### src/rtl/sync_fifo_wr_arbiter.sv
// Round-robin burst arbiter sharing the write port of one sync_fifo among NUM_REQ
// producers; a grant lasts until req_last or MAX_BURST accepted beats.
module sync_fifo_wr_arbiter #(
    parameter int  NUM_REQ    = 4,
    parameter int  DATA_WIDTH = 8,
    parameter int  MAX_BURST  = 4,
    localparam int ID_W       = (NUM_REQ > 1) ? $clog2(NUM_REQ) : 1,
    localparam int CNT_W      = $clog2(MAX_BURST) + 1
) (
    input  logic                          clk,
    input  logic                          rst,
    input  logic [NUM_REQ-1:0]            req_valid,
    input  logic [NUM_REQ-1:0]            req_last,
    input  logic [NUM_REQ*DATA_WIDTH-1:0] req_data,
    output logic [NUM_REQ-1:0]            req_ready,
    output logic                          fifo_wr_en,
    output logic [DATA_WIDTH-1:0]         fifo_din,
    input  logic                          fifo_full,
    output logic                          grant_valid,
    output logic [ID_W-1:0]               grant_id,
    output logic                          burst_done
);

    typedef enum logic {IDLE, BURST} state_t;

    state_t                  state;
    logic [ID_W-1:0]         rr_ptr;
    logic [CNT_W-1:0]        beat_cnt;
    logic [DATA_WIDTH-1:0]   data_arr [NUM_REQ];
    logic                    pick_found;
    logic [ID_W-1:0]         pick_id;
    logic                    accept;
    logic                    last_beat;

    for (genvar i = 0; i < NUM_REQ; i++) begin : g_unpack
        assign data_arr[i] = req_data[i*DATA_WIDTH +: DATA_WIDTH];
    end

    // Search upward from rr_ptr with an explicit wrap so non-power-of-2 counts
    // never produce an out-of-range index.
    always_comb begin : rr_search
        int              idx;
        logic [ID_W-1:0] idx_w;
        // NOTE: every combinational output gets a default first, so no path can infer a latch.
        idx        = 0;
        idx_w      = '0;
        pick_found = 1'b0;
        pick_id    = '0;
        for (int k = 0; k < NUM_REQ; k++) begin
            idx = int'(rr_ptr) + k;
            if (idx >= NUM_REQ) idx = idx - NUM_REQ;
            idx_w = ID_W'(idx);
            if (!pick_found && req_valid[idx_w]) begin
                pick_found = 1'b1;
                pick_id    = idx_w;
            end
        end
    end

    assign accept    = !rst && (state == BURST) && !fifo_full && req_valid[grant_id];
    assign last_beat = req_last[grant_id] || (beat_cnt == CNT_W'(MAX_BURST - 1));

    always_comb begin : ready_decode
        req_ready = '0;
        if (!rst && (state == BURST) && !fifo_full) req_ready[grant_id] = 1'b1;
    end

    assign fifo_wr_en  = accept;
    assign fifo_din    = data_arr[grant_id];
    assign grant_valid = !rst && (state == BURST);
    assign burst_done  = accept && last_beat;

    // NOTE: non-blocking assignments let every register update from pre-edge values.
    always_ff @(posedge clk) begin
        if (rst) begin
            state    <= IDLE;
            rr_ptr   <= '0;
            grant_id <= '0;
            beat_cnt <= '0;
        end else begin
            unique case (state)
                IDLE: begin
                    if (pick_found) begin
                        grant_id <= pick_id;
                        beat_cnt <= '0;
                        state    <= BURST;
                    end
                end
                BURST: begin
                    if (accept) begin
                        beat_cnt <= beat_cnt + 1'b1;
                        if (last_beat) begin
                            state  <= IDLE;
                            rr_ptr <= (grant_id == ID_W'(NUM_REQ - 1)) ? '0 : grant_id + 1'b1;
                        end
                    end
                end
                default: state <= IDLE;
            endcase
        end
    end

endmodule

### config.mk
export PLATFORM = sky130hd
export DESIGN_NAME = sync_fifo_wr_arbiter
export DESIGN_NICKNAME = d
export VERILOG_FILES = /design/src/rtl/sync_fifo_wr_arbiter.sv
export SDC_FILE = /design/constraint.sdc
export NUM_CORES = 1
export LEC_CHECK = 0
export CORE_MARGIN = 2
export CORE_UTILIZATION = 33
export CTS_CLUSTER_SIZE = 12
export DETAILED_ROUTE_END_ITERATION = 8
export GPL_TIMING_DRIVEN = 0
export HOLD_SLACK_MARGIN = 0.12
export PLACE_DENSITY = 0.8
export SLEW_MARGIN = 5
export SYNTH_ARGS = -nofsm -noshare
export SYNTH_HDL_FRONTEND = slang
export SYNTH_SLANG_ARGS = --single-unit
### constraint.sdc
create_clock -name clk -period 2.6 [get_ports clk]
set_clock_uncertainty 0.1 [all_clocks]
set_input_delay 0.78 -clock clk [delete_from_list [all_inputs] [get_ports clk]]
set_output_delay 0.78 -clock clk [all_outputs]
set_load 0.05 [all_outputs]
==> metrics <==
status=finished, violations left; failing checks=negative setup slack; largest family of logic cells by synthesized area=multiplexers; CP Max Fanout=4; core area=2190 sq um; initial antenna violation count=0; period utilization=102%; Post-Synth XOR/XNOR Area=0%; DP Worst Slack=-1.32 ns; Worst R2R End=beat_cnt[0]; # setup viols final=2; GRT overflow=0; hold path cells=2; Starting Density=34.7%; DIE AREA=2700 sq um; Post-Syn Nets=125; Final Critical Period=2.65 ns; Hold Slack=0.383 ns; fmax=378 MHz; CTS Hold Bufs=0; Vias/cell=5.24; maximum vdd drop=300 uV; simple-gate share of the synthesized area=18.5%; power per standard cell area=330 nW/um^2; Placed Area=1390 sq um; Max Buffers Root-to-Sink=2; IO buf count=58; critical path cell sequence=buf_8 -> mux4_2 -> nand2_4 -> clkinvlp_4 -> buf_8; P_leak=0.659 nW; most frequent cells in the layout=dlygate4sd2_1, buf_8, mux4_2; largest net degree at the start of global routing=11; Post-Syn Area per Cell=9.99 sq um; CTS root buffer=clkbuf_4; Worst EP required=1.72 ns; hold path start=beat_cnt[2]; reg2reg start=grant_id[0]; register area share after synthesis=21.1%; most common cell after layout, fill and taps aside=dlygate4sd2_1; Setup CP Type=in -> out; layout cells sized above 1=39.4%; WHS Endpoint=beat_cnt[2]; clock sink count=8; Mapped Cells=76; DRC=0; Die Y=52.0 um; post-synthesis register bit count=8; post-route cell area=1480 sq um; Compound-Gate Fraction of Synth Area=10.5%; distinct cell type count after synthesis=29; CTS H-tree depth=1; Max-Cap Viols=0; worst setup margin=-0.0485 ns; Rows=17; Adder-Cell Fraction of Synth Area=9.88%; DRT Pass-1 Iters=4; Ys Warns=0; setup repair after global routing missed its margin=true; Arr. time, crit path=1.77 ns; Area Growth Syn to Fin=95.4%; diodes inserted=0; crit path capture type=output port; Routed WL=2770 um; DRT antenna net count=0; Final nets=193; DR WL/cell=16.3 um; Max Slew Vio Count=0; Slew @ Worst Pin=0.506 ns; Detailed Place HPWL=2090 um; total number of vias=891; slew margin rel.=66.2%; cell mode on critical path=buf_8; Die Width=52.0 um; Slowest-stage cell, CP=mux4_2; mux cell area share after synthesis=34.3%; Final Hold Fails=0; reg2reg path depth=5; first-pass GRT wire length=4130 um; Ports=60; number of buffers created by CTS=3; slowest cell delay on critical path=0.54 ns; Iteration-0 DRC Markers=14; CP startpoint kind=input pin; setup slack, reg-to-reg=0.77 ns; CTS tree=yes; Hold Crit Class=reg -> reg; Post-Syn Area=759 sq um; global placer's final weighted congestion=0.730; clock latency at the later pin of the worst-skew pair=0.25 ns; vias in the first global route=943; clk slew on worst S/H paths=0.05 ns; GRT Overall Usage=20.5%
synth_stat cells, drive strengths merged:
library cell	number	share of area, %
or4	1	0.99
o21ai	1	0.66
a21oi	7	4.6
ha	6	9.9
buf	4	3.3
o21a	1	0.99
nor3b	1	0.99
a31oi	1	0.82
dfxtp	8	21
nand2b	3	2.5
o31ai	1	0.99
mux4	10	30
mux2	1	1.5
nor2b	1	0.82
o221ai	1	1.2
nand3	1	0.66
or2	2	1.6
nor2	7	3.5
nor4	1	0.82
mux2i	2	2.6
o211a	1	1.3
and2	4	3.3
nand2	5	2.5
inv	5	2.5
and3	1	0.82
flip-flops by register name, summed over array words and instances, names as in the netlist:
signal	count
rr_ptr	2
grant_id	2
state	1
beat_cnt	3
per-layer routing:
layer | up-vias | track usage, % | wire length, um
met3 | 0 | 8.91 | 348
li1 | 416 | - | -
met2 | 54 | 40.1 | 1510
met4 | 0 | 2.63 | 0
met1 | 421 | 19.8 | 914
met5 | - | 0 | 0
timing repair:
item | in CTS | in global routing
pin swaps | 3 | 3
buffers inserted | 3 | 2
resized for setup | 180 | 12
endpoints found under the setup margin | 15 | 10
worst max path at each step:
stage | depth (start not counted) | slack [ns] | from | to
floorplan | 3 | -0.04 | rst | burst_done
global placement | 5 | -1.23 | fifo_full | fifo_wr_en
detailed placement | 5 | -1.32 | fifo_full | fifo_wr_en
CTS | 4 | -0.05 | req_last[3] | burst_done
global route | 5 | -0.1 | req_valid[3] | fifo_wr_en
finish | 5 | -0.05 | req_valid[3] | fifo_wr_en
critical path, delay by kind of cell:
| kind | cells | cell delay [ns] |
|---|---|---|
| multiplexers | 1 | 0.54 |
| buffers and inverters | 3 | 0.33 |
| AND/OR/NAND/NOR | 1 | 0.12 |
report_power, final:
group          switching (mW)  leakage [nW]  total [mW]  internal, mW
combinational           0.130         0.580       0.262         0.132
clock                  0.0397        0.0138      0.0924        0.0526
sequential            0.00785        0.0655       0.136         0.128
logic make-up (layout without fill, tap and decap cells):
logic type / Yosys count / after routing
AOI/OAI and AO/OA: 13 / 13
DFF: 8 / 8
muxes: 13 / 13
buffers and inverters: 9 / 75
and+or+nand+nor: 27 / 27
adders and majority gates: 6 / 6
per-stage QoR:
| stage | std cells | total power [mW] | TNS, ns | util, % |
|---|---|---|---|---|
| after detailed placement | 162 | 0.382 | -12.56 | 63.2 |
| after global placement | 162 | 0.379 | -11.78 | 63.2 |
| after floorplan | 76 | 0.269 | -0.0711 | - |
| final | 170 | 0.490 | -0.0922 | 67.7 |
| after CTS | 168 | 0.484 | -0.0938 | 65.6 |
| after global routing | 170 | 0.516 | -0.161 | 67.7 |
cell type report:
cell class                 instances  area (sq um)
fill                             189           707
buffer                             4          35.0
clock buffer                       3          22.5
timing repair buffer              63           624
sequential                         8           161
multi-input combinational         59           583
inverter                           5          22.5
tap                               28          35.0
Note: power is estimated with default switching activity, not from simulation.
